<file path="src/rtl/coasia_pkg.sv">
// Shared types and field widths for the coasia scheduler.
package coasia_pkg;

  localparam int unsigned MEMS_W = 3;
  localparam int unsigned LANG_W = 2;

  typedef enum logic [1:0] {
    ApprNone     = 2'b00,
    ApprApproved = 2'b01,
    ApprRejected = 2'b10,
    ApprError    = 2'b11
  } approval_e;

  typedef enum logic [1:0] {
    StIdle  = 2'b00,
    StIssue = 2'b01,
    StWait  = 2'b10,
    StResp  = 2'b11
  } sched_state_e;

endpackage

</file>
<file path="src/rtl/coasia_rr_arb.sv">
// Combinational round-robin picker: first set request at or after rr_ptr, with wrap.
module coasia_rr_arb
  import coasia_pkg::*;
#(
  parameter int unsigned NUM_REQ = 4,
  localparam int unsigned IDX_W  = $clog2(NUM_REQ)
) (
  input  logic [NUM_REQ-1:0] req,
  input  logic [IDX_W-1:0]   rr_ptr,
  output logic               gnt_valid,
  output logic [IDX_W-1:0]   gnt_idx
);

  // Walk offsets from farthest to nearest so the nearest hit is the last one written.
  always_comb begin
    gnt_valid = 1'b0;
    gnt_idx   = '0;
    for (int off = int'(NUM_REQ) - 1; off >= 0; off--) begin
      logic [IDX_W:0] pos;
      pos = {1'b0, rr_ptr} + (IDX_W + 1)'(off);
      if (pos >= (IDX_W + 1)'(NUM_REQ)) begin
        pos = pos - (IDX_W + 1)'(NUM_REQ);
      end
      if (req[pos[IDX_W-1:0]]) begin
        gnt_valid = 1'b1;
        gnt_idx   = pos[IDX_W-1:0];
      end
    end
  end

endmodule

</file>
<file path="src/rtl/coasia_sched.sv">
// Round-robin scheduler sharing one application evaluator between NUM_REQ requesters.
// Define COASIA_SCHED_STATS_EN to add the stat_done / stat_tmo saturating counters.
module coasia_sched
  import coasia_pkg::*;
#(
  parameter int unsigned NUM_REQ = 4,
  parameter int unsigned TIMEOUT = 8,
  parameter int unsigned TMO_W   = $clog2(TIMEOUT + 1)
) (
  input  logic                        clk,
  input  logic                        rst,
  input  logic [NUM_REQ-1:0]          req,
  input  logic [NUM_REQ*MEMS_W-1:0]   req_mems,
  input  logic [NUM_REQ*LANG_W-1:0]   req_lang_cer,
  input  logic [NUM_REQ-1:0]          req_kore_sub,
  output logic [NUM_REQ-1:0]          ack,
  output logic [1:0]                  ack_approval,
  output logic                        ev_valid,
  output logic [MEMS_W-1:0]           mems,
  output logic [LANG_W-1:0]           lang_cer,
  output logic                        kore_sub,
  input  logic [1:0]                  approval
`ifdef COASIA_SCHED_STATS_EN
  ,
  output logic [15:0]                 stat_done,
  output logic [15:0]                 stat_tmo
`endif
);

  localparam int unsigned IDX_W = $clog2(NUM_REQ);

  sched_state_e      state_q, state_d;
  logic [IDX_W-1:0]  rr_ptr_q, rr_ptr_d;
  logic [IDX_W-1:0]  win_q, win_d;
  logic [MEMS_W-1:0] mems_q, mems_d;
  logic [LANG_W-1:0] lang_q, lang_d;
  logic              kore_q, kore_d;
  logic [TMO_W-1:0]  cnt_q, cnt_d;
  approval_e         code_q, code_d;

  logic              gnt_valid;
  logic [IDX_W-1:0]  gnt_idx;
  logic              cnt_last;

  coasia_rr_arb #(
    .NUM_REQ (NUM_REQ)
  ) u_rr_arb (
    .req       (req),
    .rr_ptr    (rr_ptr_q),
    .gnt_valid (gnt_valid),
    .gnt_idx   (gnt_idx)
  );

  assign cnt_last = (cnt_q == TMO_W'(TIMEOUT - 1));

  // Next-state and output decode for the issue/wait/respond sequence.
  always_comb begin
    state_d      = state_q;
    rr_ptr_d     = rr_ptr_q;
    win_d        = win_q;
    mems_d       = mems_q;
    lang_d       = lang_q;
    kore_d       = kore_q;
    cnt_d        = cnt_q;
    code_d       = code_q;
    ev_valid     = 1'b0;
    ack          = '0;
    ack_approval = ApprNone;

    unique case (state_q)
      StIdle: begin
        if (gnt_valid) begin
          win_d = gnt_idx;
          for (int i = 0; i < int'(NUM_REQ); i++) begin
            if (gnt_idx == IDX_W'(i)) begin
              mems_d = req_mems[i*MEMS_W +: MEMS_W];
              lang_d = req_lang_cer[i*LANG_W +: LANG_W];
              kore_d = req_kore_sub[i];
            end
          end
          state_d = StIssue;
        end
      end
      StIssue: begin
        ev_valid = 1'b1;
        cnt_d    = '0;
        state_d  = StWait;
      end
      StWait: begin
        cnt_d = cnt_q + TMO_W'(1);
        // A real decision wins over a timeout landing in the same cycle.
        if (approval != ApprNone) begin
          code_d  = approval_e'(approval);
          state_d = StResp;
        end else if (cnt_last) begin
          code_d  = ApprError;
          state_d = StResp;
        end
      end
      StResp: begin
        ack[win_q]   = 1'b1;
        ack_approval = code_q;
        rr_ptr_d     = (win_q == IDX_W'(NUM_REQ - 1)) ? '0 : win_q + IDX_W'(1);
        state_d      = StIdle;
      end
      default: state_d = StIdle;
    endcase
  end

  // State and latched application registers with synchronous reset.
  always_ff @(posedge clk) begin
    if (rst) begin
      state_q  <= StIdle;
      rr_ptr_q <= '0;
      win_q    <= '0;
      mems_q   <= '0;
      lang_q   <= '0;
      kore_q   <= 1'b0;
      cnt_q    <= '0;
      code_q   <= ApprNone;
    end else begin
      state_q  <= state_d;
      rr_ptr_q <= rr_ptr_d;
      win_q    <= win_d;
      mems_q   <= mems_d;
      lang_q   <= lang_d;
      kore_q   <= kore_d;
      cnt_q    <= cnt_d;
      code_q   <= code_d;
    end
  end

  assign mems     = mems_q;
  assign lang_cer = lang_q;
  assign kore_sub = kore_q;

`ifdef COASIA_SCHED_STATS_EN
  logic [15:0] stat_done_q, stat_done_d;
  logic [15:0] stat_tmo_q, stat_tmo_d;
  logic        tmo_q, tmo_d;

  // Saturating counters; tmo_q remembers that the pending code came from our own timeout.
  always_comb begin
    stat_done_d = stat_done_q;
    stat_tmo_d  = stat_tmo_q;
    tmo_d       = tmo_q;
    if (state_q == StIssue) begin
      tmo_d = 1'b0;
    end
    if ((state_q == StWait) && (approval == ApprNone) && cnt_last) begin
      tmo_d = 1'b1;
    end
    if (state_q == StResp) begin
      if (stat_done_q != 16'hFFFF) stat_done_d = stat_done_q + 16'd1;
      if (tmo_q && (stat_tmo_q != 16'hFFFF)) stat_tmo_d = stat_tmo_q + 16'd1;
    end
  end

  // Statistics registers.
  always_ff @(posedge clk) begin
    if (rst) begin
      stat_done_q <= '0;
      stat_tmo_q  <= '0;
      tmo_q       <= 1'b0;
    end else begin
      stat_done_q <= stat_done_d;
      stat_tmo_q  <= stat_tmo_d;
      tmo_q       <= tmo_d;
    end
  end

  assign stat_done = stat_done_q;
  assign stat_tmo  = stat_tmo_q;
`endif

endmodule

</file>
<file path="config.mk">
export PLATFORM = sky130hd
export DESIGN_NAME = coasia_sched
export DESIGN_NICKNAME = d
export VERILOG_FILES = /design/src/rtl/coasia_pkg.sv /design/src/rtl/coasia_rr_arb.sv /design/src/rtl/coasia_sched.sv
export SDC_FILE = /design/constraint.sdc
export NUM_CORES = 1
export LEC_CHECK = 0
export CAP_MARGIN = 10
export CORE_ASPECT_RATIO = 1.25
export CORE_MARGIN = 2
export CORE_UTILIZATION = 35
export DETAILED_ROUTE_END_ITERATION = 12
export PLACE_DENSITY = 0.64
export SLEW_MARGIN = 20
export SYNTH_ARGS = -nofsm -noshare
export SYNTH_HDL_FRONTEND = slang
export SYNTH_HIERARCHICAL = 1
export SYNTH_SLANG_ARGS = --single-unit
</file>
<file path="constraint.sdc">
create_clock -name clk -period 2 [get_ports clk]
set_clock_uncertainty 0.15 [all_clocks]
set_input_delay 0.4 -clock clk [delete_from_list [all_inputs] [get_ports clk]]
set_output_delay 0.4 -clock clk [all_outputs]
set_load 0.005 [all_outputs]
</file>
* Word-level counts from Yosys, hierarchy flattened
Cells that the tools add are included.
Widths: inputs -> output; s select.
** Word-level totals
- Flip-flop bits (word level) :: 18
- Output and inout port bits :: 13
- Logic and storage cells :: 92
** Cells by class
- Add/sub/neg operators :: 9
- Magnitude comparators :: 10
- Eq/ne operators :: 10
- Muxes and demuxes :: 44
- Reduce and logical (&&, ||, !) cells :: 11
** Operators by type and width (count)
- $mux 2 :: 18
- $lt 2x3->1 const B :: 5
- $mux 1 :: 14
- $mux 3 :: 4
- $eq 2x2->1 const B :: 5
- $ge 3x3->1 const B :: 3
- $bmux 1 s2 :: 4
- $pmux 2 s4 :: 1
- $pmux 4 s2 :: 1
- $sub 2x1->2 const B :: 4
- $add 2x2->3 const B :: 2
- $reduce_and 2->1 :: 3
- $reduce_bool 2->1 :: 3
- $add 4x1->4 const B :: 1
- $eq 2x1->1 const B :: 2
- $eq 4x3->1 const B :: 1
- $logic_not 2->1 :: 2
- $mux 4 :: 1
- $reduce_bool 4->1 :: 1
- $add 2x1->3 const B :: 1
- $ge 2x3->1 const B :: 1
- $ne 3x3->1 const B :: 1
- $reduce_and 3->1 :: 1
- $add 2x1->2 const B :: 1
- 4 further kinds :: 4

* Longest topological paths before layout
Gate-level depths: netlist of the first run.
- Word-level depth :: 14
- Mapped depth :: 7
- Depth with buffers taken out :: 6

* By module
The synthesis of the first run kept the hierarchy.
** Modules (own cells, without submodules)
- coasia_sched :: instances 1, cells each 115, area each 1051.0 sq um
- coasia_rr_arb :: instances 1, cells each 13, area each 77.6 sq um

* Worst setup path after synthesis of the first run
Ideal clock, no wire load.
- Path kind :: register to register
- Start point :: register rr_ptr_q[1]
- End point :: register lang_q[0] (netlist: lang_cer[0])
- Library setup time :: 132 ps
- Arrival :: 1486 ps
- Slack :: 232 ps
- Stages on the path, launching flop included :: 8
- Buffers on the path :: 1
- Period minus slack after synthesis :: 1768 ps
- Cell sequence :: dfxtp_1 nand2b_1 a21oi_1 a211oi_2 buf_6 mux4_2 nand2_1 a21oi_1
** On the way
- Word-level cells in the longest chain between the ends :: 13
** Ends and longest elaborated chain
- start, declared :: line coasia_sched.sv:33 : logic [IDX_W-1:0] rr_ptr_q, rr_ptr_d;
- start signal, assigned :: line coasia_sched.sv:123 : rr_ptr_q <= rr_ptr_d;
- $add 2x2->3 :: line coasia_rr_arb.sv:20 : pos = {1'b0, rr_ptr} + (IDX_W + 1)'(off);
- $ge 3x3->1 or $sub 2x1->2 (tied branches) :: line coasia_rr_arb.sv:21, coasia_rr_arb.sv:22
- $mux 2 :: line coasia_rr_arb.sv:21 : if (pos >= (IDX_W + 1)'(NUM_REQ)) begin
- $bmux 1 s2 :: line coasia_rr_arb.sv:24 : if (req[pos[IDX_W-1:0]]) begin
- $mux 1 (implied by the code) :: line coasia_rr_arb.sv:24
- $mux 2 (3 in a row) :: line coasia_rr_arb.sv:24
- $mux 2 * :: line coasia_rr_arb.sv:24
- via gnt_idx[0] :: line coasia_sched.sv:42 : logic [IDX_W-1:0] gnt_idx;
- $eq 2x1->1 :: line coasia_sched.sv:75 : if (gnt_idx == IDX_W'(i)) begin
- $mux 2 (3 in a row) :: line coasia_sched.sv:75
- end signal, assigned :: line coasia_sched.sv:126 : lang_q <= lang_d;
- end, declared :: line coasia_sched.sv:36 : logic [LANG_W-1:0] lang_q, lang_d;
The timed path passes the listed nets; every way through them passes the cells marked *. The select of a mux whose other input is x is not followed.
A chain may end at the register's enable or synchronous reset.

* Final worst setup path of the first run
- Start point :: register state_q[1]
- End point :: output ack[3]
** On the way
- Word-level cells in the longest chain between the ends :: 2
** Ends and longest elaborated chain
- start, declared :: line coasia_sched.sv:32 : sched_state_e state_q, state_d;
- start signal, assigned :: line coasia_sched.sv:113 : state_q <= StIdle;
- start signal, assigned :: line coasia_sched.sv:122 : state_q <= state_d;
- $eq 2x2->1 :: line coasia_sched.sv:70 : unique case (state_q)
- $mux 4 :: line coasia_sched.sv:70
- end, declared :: line coasia_sched.sv:16 : output logic [NUM_REQ-1:0] ack,
No other way between the ends.

==> metrics.txt, run 1 <==
result of the run=finished, final reports clean; sequential cell area fraction in the yosys report=roughly a third; flip-flop and latch count after synthesis=18; number of antenna violations at the first check in global routing=0; vias after detailed routing=roughly 1.1k; largest stage delay on the critical path=between 0.4 and 0.5 ns; maximum clock frequency=a little over 500 MHz; part of the cycle the worst path needs=97.6%; worst slack at placement=-0.366 ns; drt initial violations=16; family with the most delay on the worst path=buffers and inverters; Max H-tree Level=1; fraction of synthesized cell area taken by the top area cell type=31.9%; synth cell count leaders=23 x sky130_fd_sc_hd__nand2_1, 18 x sky130_fd_sc_hd__dfxtp_1, 13 x sky130_fd_sc_hd__a21oi_1, 10 x sky130_fd_sc_hd__ha_1, 9 x sky130_fd_sc_hd__inv_1; met2 routed wirelength=~1.3 mm; number of synthesized flops with an enable pin=0; wire length of the first global-routing pass=approximately 4.2 mm; final critical delay including setup and external delays=~2.0 ns; Worst-Skew Late Latency=0.25 ns; post-route antenna net violation count=0; final slew viol count=0; proportion of synthesized flip-flops having asynchronous set or reset=0%; CP Buf/Inv Count=1; setup slack after layout=~0.048 ns; Hold Path Class=reg -> reg; WL met3=approximately 230 um; Initial Util=36.0%; top layer used by detailed routing=met4; cell taking the most area after synthesis=sky130_fd_sc_hd__dfxtp_1; met1 layer wirelength in the final routing=just under 1 mm; DR WL/cell=~12 um; main area contributors after synthesis=sky130_fd_sc_hd__dfxtp_1 32%, sky130_fd_sc_hd__mux4_2 12%, sky130_fd_sc_hd__ha_1 11%; share of cells above drive strength 1=16.3%; Die Wd=approximately 55 um; data required time at the worst endpoint=roughly 1.5 ns; Max Cap Viol=0; synthesized instance count=between 100 and 150; clock-pin transition on the worst setup and hold timing paths=about 0.070 ns; Clock Path Buffers=2; GRT Total Usage=between 15 and 20%; TritonCTS Sinks=18; setup total negative slack=0 ns; Slowest cell on crit path=sky130_fd_sc_hd__clkdlybuf4s50_1; number of clock buffers inserted by TritonCTS=3; growth of design area from synthesis to finish=54.4%; critical path launch point type=register; Cell Rows=23; die area=roughly 3700 sq um; synthesized area=between 1000 and 1500 sq um; root cell of the clock tree=sky130_fd_sc_hd__clkbuf_8; maximum number of pins on one net before global-route repair=12; post-route cell area=1740 sq um; Worst VDD drop=476 uV; worst setup path class=reg -> out; slew at the pin closest to its max-slew limit=0.332 ns; count of port buffers added during placement=44; count of TritonRoute iterations in the first routing pass=4; average vias per placed instance=4.96; post-synth net total=170; Worst Path Max Fanout=7; Avg Synthesized Cell Area=8.82 sq um; pwr/cell area=a little over 900 nW/um^2; TritonCTS clock tree=built; Top Ports=between 40 and 50; core region area=between 3000 and 4000 sq um; worst slew margin relative to its limit=77.9%; final setup vio count=0; hold violation total from the final report=0; Diodes inserted=0; Overflow after GRT=0; GP Congestion=a little under 0.8; data arrival time of the worst path=1.40 ns; Detailed Route WL=between 2 and 3 mm; Main synth FF type=sky130_fd_sc_hd__dfxtp_1; unrepaired setup endpoints after global routing=no; area of placed instances=around 1600 sq um; cell with the most instances after synthesis=sky130_fd_sc_hd__nand2_1; cell-by-cell listing of the critical path=ha_4 > and2_1 > clkdlybuf4s50_1; HPWL after detailed placement=roughly 2.1 mm; final layout net count=221; vias in the first global route=between 1k and 1.5k; Yosys cell types=29; Power, Total=about 1.6 mW; number of warnings reported in the yosys synthesis log=6; reported leakage power=a little over 0.7 nW; kind of end point of the critical path=output port; Chip Height=just under 70 um; DRC=0
worst min-delay path: cells and delay by family, from the launching register on:
kind,cells,cell delay [ns]
compound gates,1,0.05
flops,1,0.31
simple gates,1,0.05
flip-flops by register name, indices dropped and copies added, names as in the netlist:
name and flops:
lang_cer 2, state_q 2, win_q 2, code_q 2, mems 3, rr_ptr_q 2
kore_sub 1, cnt_q 4
placed cells by master, fill, tap and decap left out:
cell and instances:
sky130_fd_sc_hd__a211oi_1 1, sky130_fd_sc_hd__nand2_1 23, sky130_fd_sc_hd__a21bo_2 1, sky130_fd_sc_hd__nor2_1 8
sky130_fd_sc_hd__nand4b_1 1, sky130_fd_sc_hd__or3_1 1, sky130_fd_sc_hd__dfxtp_1 13, sky130_fd_sc_hd__a221oi_1 2
sky130_fd_sc_hd__a31oi_1 1, sky130_fd_sc_hd__nand2b_1 2, sky130_fd_sc_hd__nor2b_1 4, sky130_fd_sc_hd__dlymetal6s2s_1 3
sky130_fd_sc_hd__nand4_1 1, sky130_fd_sc_hd__ha_2 1, sky130_fd_sc_hd__dfxtp_4 5, sky130_fd_sc_hd__ha_1 8
sky130_fd_sc_hd__inv_1 9, sky130_fd_sc_hd__o211a_1 1, sky130_fd_sc_hd__o32ai_1 1, sky130_fd_sc_hd__nand3_1 2
sky130_fd_sc_hd__a21oi_1 13, sky130_fd_sc_hd__and2_1 7, sky130_fd_sc_hd__buf_6 1, sky130_fd_sc_hd__a211oi_2 1
sky130_fd_sc_hd__mux2i_1 4, sky130_fd_sc_hd__clkbuf_8 4, sky130_fd_sc_hd__buf_4 8, sky130_fd_sc_hd__clkdlybuf4s50_1 37
sky130_fd_sc_hd__o21ai_0 1, sky130_fd_sc_hd__nand3b_1 2, sky130_fd_sc_hd__ha_4 1, sky130_fd_sc_hd__mux4_2 6
sky130_fd_sc_hd__dlygate4sd2_1 4, sky130_fd_sc_hd__nor3b_2 1
stage by stage:
stage / std cells / hold slack (ns) / util (%)
2_1_floorplan: 128 / 0.291 / -
3_3_place_gp: 209 / 0.292 / 51.9
3_5_place_dp: 209 / 0.303 / 51.9
4_1_cts: 214 / 0.310 / 54.5
5_1_grt: 215 / 0.333 / 55.6
6_report: 215 / 0.308 / 55.6
layer usage:
layer | vias up | global-route usage [%]
met5 | - | 0
met4 | 0 | 8.75
met3 | 4 | 4.20
met2 | 48 | 27.4
met1 | 478 | 16.7
li1 | 536 | -
final cells by class:
type                    instances  area (sq um)
well taps                      37          46.3
fillers                       277          1390
multi-input cells              94           714
repair buffers                 53           514
clock buffers                   4          55.1
flip-flops and latches         18           379
inverters                       9          33.8
logic make-up after synthesis:
| logic type | after synthesis | synth area share [%] |
|---|---|---|
| buffers and inverters | 16 | 6.54 |
| adders and majority gates | 10 | 11.1 |
| muxes | 10 | 15.5 |
| DFF | 18 | 31.9 |
| AOI/OAI and AO/OA | 22 | 12.6 |
| and+or+nand+nor | 52 | 22.3 |
final timing paths:
check / start / to / slack, ns / depth (start not counted)
min: mems[1]$_SDFFE_PP0P_ / mems[1]$_SDFFE_PP0P_ / 0.31 / 2
min reg2reg: mems[1]$_SDFFE_PP0P_ / mems[1]$_SDFFE_PP0P_ / 0.31 / 2
max: state_q[1]$_SDFFE_PP0P_ / ack[3] / 0.05 / 3
max reg2reg: rr_ptr_q[1]$_SDFFE_PP0P_ / mems[0]$_SDFFE_PP0P_ / 0.13 / 7
where the power goes:
group / switching, mW / internal [mW]
combinational: 0.353 / 0.391
sequential: 0.0765 / 0.466
clock: 0.119 / 0.175
total: 0.549 / 1.03
what timing repair did:
item,in CTS,in global routing
endpoints found under the setup margin,12,10
hold buffers,0,0
resized for setup,12,10
buffers inserted,1,1
pin swaps,1,2
hold endpoints to repair,0,0
cloned,0,0
Note: power is estimated with default switching activity, not from simulation.
==> run 2: changes to the inputs <==
Settings changed: CORE_ASPECT_RATIO 1.25 to 1.2.
==> metrics.txt, run 2 (synthesized netlist as in run 1, its figures left out) <==
result of the run=finished, final reports clean; die area=3700 sq um (about the same); Max Cap Viol=0 (unchanged); pwr/cell area=890 nW/um^2 (-1.9%); GRT Total Usage=15.3% (-0.46 points); core region area=3080 sq um (-1.7%); average vias per placed instance=4.94 (-0.46%); wire length of the first global-routing pass=4.57 mm (+8.0%); Detailed Route WL=2.54 mm (-1.2%); Cell Rows=22 (-4.3%); number of flip-flops under the largest register name=4 (unchanged); final slew viol count=0 (unchanged); number of hold buffers added after CTS=0 (unchanged); Power, Total=1.53 mW (-3.2%); number of clock buffers inserted by TritonCTS=3 (unchanged); share of cells above drive strength 1=16.7% (+0.37 points); hold violation total from the final report=0 (unchanged); root cell of the clock tree=sky130_fd_sc_hd__clkbuf_4; clock-pin transition on the worst setup and hold timing paths=0.11 ns (+0.04 ns); final critical delay including setup and external delays=1.90 ns (-0.0499 ns); Initial Util=36.6% (+0.63 points); fill cell count=296 (+6.9%); slew at the pin closest to its max-slew limit=0.331 ns (-0.00123 ns); DRC=0 (unchanged); most frequent standard cell in the layout excluding fill and tap cells=sky130_fd_sc_hd__clkdlybuf4s50_1; most frequent cells in the layout=35 x sky130_fd_sc_hd__clkdlybuf4s50_1, 23 x sky130_fd_sc_hd__nand2_1, 13 x sky130_fd_sc_hd__a21oi_1, 13 x sky130_fd_sc_hd__dfxtp_1, 10 x sky130_fd_sc_hd__buf_4; drt initial violations=18 (+2); unrepaired setup endpoints after global routing=no; count of port buffers added during placement=44 (unchanged); Die Wd=55.8 um (+1.9%); final layout net count=223 (+0.90%); count of TritonRoute iterations in the first routing pass=4 (unchanged); worst slack at placement=-0.360 ns (+0.00599 ns); Clock Path Buffers=2 (unchanged); growth of design area from synthesis to finish=52.4%; worst setup path class=reg -> out; part of the cycle the worst path needs=95.1% (-2.5 points); Worst VDD drop=504 uV (+5.9%); Worst Path Max Fanout=5 (-2); Diodes inserted=0 (unchanged); data required time at the worst endpoint=1.45 ns (about the same); Hold Path Class=reg -> reg; Worst-Skew Late Latency=0.29 ns (+0.04 ns); vias in the first global route=1139 (+6.6%); TritonCTS clock tree=built; data arrival time of the worst path=1.35 ns (-0.05 ns); reported leakage power=0.736 nW (+1.1%); post-route antenna net violation count=0 (unchanged); kind of end point of the critical path=output port; vias after detailed routing=1066 (unchanged); Overflow after GRT=0 (unchanged); DR WL/cell=11.8 um (-1.6%); HPWL after detailed placement=2.05 mm (-1.2%); number of antenna violations at the first check in global routing=0 (unchanged); critical path launch point type=register; Chip Height=66.2 um (-1.9%); maximum clock frequency=526 MHz (+2.6%); Largest Register=cnt_q; Top Ports=45 (unchanged); setup slack after layout=0.0979 ns (+0.0499 ns); Final Util=55.8% (+0.24 points); Max H-tree Level=1 (unchanged); TritonCTS Sinks=18 (unchanged); final setup vio count=0 (unchanged); worst slew margin relative to its limit=78.0% (+0.082 points); GP Congestion=0.740 (-4.4%); maximum number of pins on one net before global-route repair=12 (unchanged)
## run 2: worst paths after layout
check | end | start | cells after the start | slack (ns)
max | ack[0] | state_q[0]$_SDFFE_PP0P_ | 4 | 0.1
min | mems[1]$_SDFFE_PP0P_ | mems[1]$_SDFFE_PP0P_ | 2 | 0.32
max reg2reg | kore_sub$_SDFFE_PP0P_ | rr_ptr_q[1]$_SDFFE_PP0P_ | 7 | 0.19
min reg2reg | mems[1]$_SDFFE_PP0P_ | mems[1]$_SDFFE_PP0P_ | 2 | 0.32
## run 2: cell type report
cell class	count	area, sq um	share of cell area [%]
multi-input combinational	94	707	41.1
timing repair buffer	55	527	30.6
sequential	18	372	21.6
tap	36	45.0	2.62
clock buffer	4	36.3	2.11
inverter	9	33.8	1.96
## run 2: critical path: stages (launching register included)
cell	delay, ns
sky130_fd_sc_hd__dfxtp_4	0.37
sky130_fd_sc_hd__ha_4	0.16
sky130_fd_sc_hd__buf_4	0.14
sky130_fd_sc_hd__and2_1	0.13
sky130_fd_sc_hd__dlygate4sd2_1	0.25
## run 2: where the power goes
| group | internal (mW) | switching (mW) |
|---|---|---|
| sequential | 0.462 | 0.0681 |
| combinational | 0.409 | 0.367 |
| clock | 0.111 | 0.114 |
| total | 0.981 | 0.550 |
## run 2: stage by stage
stage / std cells / area [sq um] / setup TNS [ns] / hold slack [ns]
final: 216 / 1720 / 0 / 0.315
after global routing: 216 / 1720 / 0 / 0.340
after CTS: 216 / 1710 / 0 / 0.316
after detailed placement: 208 / 1630 / -2.16 / 0.299
after global placement: 208 / 1630 / -1.98 / 0.296
after floorplan: 128 / 1130 / 0 / 0.291
## run 2: routing by layer
| layer | share of wire [%] | wire (um) | track usage, % | up-vias |
|---|---|---|---|---|
| met4 | 0 | 0 | 6.85 | 0 |
| met2 | 52 | 1320 | 28.9 | 40 |
| li1 | - | - | - | 541 |
| met1 | 40 | 1020 | 16.8 | 485 |
| met5 | 0 | 0 | 0 | - |
| met3 | 8.1 | 206 | 2.54 | 0 |
## run 2: timing repair
action,in CTS,in global routing
setup buffers,4,0
gates resized for setup,16,4
endpoints found under the setup margin,13,7
pin swaps,1,1
==> run 3: changes to the inputs <==
Settings changed: CORE_MARGIN 2 to 3.
==> metrics.txt, run 3 (synthesized netlist as in run 1, its figures left out) <==
result of the run=finished, final reports clean; share of cells above drive strength 1=17.7% (+1.0 points); worst setup path class=reg -> out; cell internal pwr=978 uW (-0.31%); core region area=2940 sq um (-4.5%); WL met3=238 um (+16%); GP Congestion=0.708 (-4.3%); TritonCTS clock tree=built; area of placed instances=1620 sq um (-0.15%); final setup vio count=0 (unchanged); DRC=0 (unchanged); Clk network pwr share=15.1% (+0.4 points); worst slew margin relative to its limit=78.6% (+0.66 points); Comb power frac=49.2% (-1.5 points); Diodes inserted=0 (unchanged); clock-pin transition on the worst setup and hold timing paths=0.11 ns (about the same); setup total negative slack=0 ns (unchanged); largest stage delay on the critical path=0.38 ns (about the same); Detailed Route WL=2.68 mm (+5.5%); Worst VDD drop=454 uV (-9.9%); final critical delay including setup and external delays=1.91 ns (+0.00914 ns); Initial Util=38.4% (+1.7 points); r2r startpoint=rr_ptr_q[1]$_SDFFE_PP0P_; Hold Path Class=reg -> reg; count of port buffers added during placement=44 (unchanged); growth of design area from synthesis to finish=53.4%; post-route cell area=1730 sq um (+0.65%); number of clock buffers inserted by TritonCTS=3 (unchanged); die area=3940 sq um (+6.7%); number of antenna violations at the first check in global routing=0 (unchanged); kind of end point of the critical path=output port; reported leakage power=0.737 nW (+0.19%); HPWL after detailed placement=2.17 mm (+5.8%); Top Ports=45 (unchanged); hold violation total from the final report=0 (unchanged); TritonCTS Sinks=18 (unchanged); DR WL/cell=12.5 um (+6.0%); net switching share of the total power=35.8% (-0.069 points); Max Cap Viol=0 (unchanged); root cell of the clock tree=sky130_fd_sc_hd__clkbuf_4; met2 routed wirelength=1.36 mm (+3.5%); count of TritonRoute iterations in the first routing pass=4 (unchanged); Net Switching=546 uW (-0.61%); data required time at the worst endpoint=1.45 ns (about the same); maximum clock frequency=523 MHz (-0.48%); final slew viol count=0 (unchanged); Max H-tree Level=1 (unchanged); met1 layer wirelength in the final routing=1.04 mm (+2.2%); maximum number of pins on one net before global-route repair=13 (+1); Critical path origin=state_q[1]$_SDFFE_PP0P_; Die Wd=57.8 um (+3.6%); Chip Height=68.2 um (+3.0%); Largest Register=cnt_q; data arrival time of the worst path=1.36 ns (about the same); number of flip-flops under the largest register name=4 (unchanged); critical path launch point type=register; top layer used by detailed routing=met4; CP Buf/Inv Count=2 (unchanged); most frequent cells in the layout=34 x sky130_fd_sc_hd__clkdlybuf4s50_1, 23 x sky130_fd_sc_hd__nand2_1, 13 x sky130_fd_sc_hd__a21oi_1, 13 x sky130_fd_sc_hd__dfxtp_1, 11 x sky130_fd_sc_hd__buf_4; sequential fraction of design power=35.6% (+1.0 points); vias in the first global route=1077 (-5.4%); most frequent standard cell in the layout excluding fill and tap cells=sky130_fd_sc_hd__clkdlybuf4s50_1; average vias per placed instance=5.04 (+2.2%); post-route antenna net violation count=0 (unchanged); GRT Total Usage=15.1% (-0.28 points); wire length of the first global-routing pass=4.46 mm (-2.6%); final layout net count=224 (+0.45%); Clock Path Buffers=2 (unchanged); Worst-Skew Late Latency=0.30 ns (about the same); part of the cycle the worst path needs=95.6% (+0.46 points); Slowest cell on crit path=sky130_fd_sc_hd__dfxtp_4; Cell Rows=21 (-4.5%); vias after detailed routing=1084 (+1.7%); unrepaired setup endpoints after global routing=no; cell-by-cell listing of the critical path=ha_4 > buf_4 > and2_1 > dlygate4sd2_1; slew at the pin closest to its max-slew limit=0.321 ns (-0.00995 ns); launch point of the worst hold path=mems[2]$_SDFFE_PP0P_; family with the most delay on the worst path=buffers and inverters; pwr/cell area=880 nW/um^2 (-1.1%); Overflow after GRT=0 (unchanged); Worst Path Max Fanout=6 (+1); drt initial violations=26 (+8)
==> run 3: cell types whose count changed in the layout (fill, tap and decap cells not counted) <==
cell                              before  now
sky130_fd_sc_hd__buf_4                10   11
sky130_fd_sc_hd__clkdlybuf4s50_1      35   34
sky130_fd_sc_hd__dfxtp_2               3    1
sky130_fd_sc_hd__dfxtp_4               2    4
sky130_fd_sc_hd__dlygate4sd2_1         6    7
sky130_fd_sc_hd__ha_1                  9    8
sky130_fd_sc_hd__ha_2                  0    1
==> run 3: per-stage QoR <==
step           worst slack, ns  hold WS, ns  total power [mW]  utilization (%)  std cells
6_report                0.0888        0.314              1.52             58.8        215
5_1_grt                 0.0111        0.349              1.67             58.8        215
4_1_cts                0.00958        0.318              1.55             58.4        215
3_5_place_dp            -0.393        0.304              1.26             55.2        206
3_3_place_gp            -0.335        0.295              1.24             55.2        206
2_1_floorplan            0.232        0.291             0.983                -        128
==> run 3: power by group through the flow <==
stage	Clock [mW]	Sequential [mW]	Combinational (mW)
final	0.230	0.543	0.751
after global routing	0.257	0.556	0.852
after CTS	0.237	0.543	0.768
after detailed placement	0	0.530	0.730
after global placement	0	0.526	0.713
after floorplan	0	0.516	0.466
==> run 3: timing repair <==
action,CTS,global route
gates cloned,0,0
setup endpoints to repair,12,8
hold buffers,0,0
pin swaps,2,1
gates resized for setup,17,7
buffers inserted,5,0
==> run 3: cell type report <==
cell class / instances / area, sq um
Multi-Input combinational cell: 94 / 709
Clock buffer: 4 / 36.3
Sequential cell: 18 / 377
Inverter: 9 / 33.8
Fill cell: 268 / 1210
Timing Repair Buffer: 56 / 533
Tap cell: 34 / 42.5
==> run 3: routing by layer <==
metal  track usage (%)  vias to the layer above
met2              29.0                       43
met5                 0                        -
met1              15.2                      491
met4              6.09                        0
met3              4.15                        5
li1                  -                      545
==> run 3: worst paths after layout <==
path / end / slack, ns / cells past startpoint
setup reg to reg: mems[2]$_SDFFE_PP0P_ / 0.13 / 7
setup / recovery: ack[2] / 0.09 / 4
hold / removal: mems[2]$_SDFFE_PP0P_ / 0.31 / 2
hold reg to reg: mems[2]$_SDFFE_PP0P_ / 0.31 / 2
==> run 3: worst min-delay path: stages (launching register included) <==
cell and delay (ns):
sky130_fd_sc_hd__dfxtp_1 0.32, sky130_fd_sc_hd__nand2_1 0.05, sky130_fd_sc_hd__a21oi_1 0.05
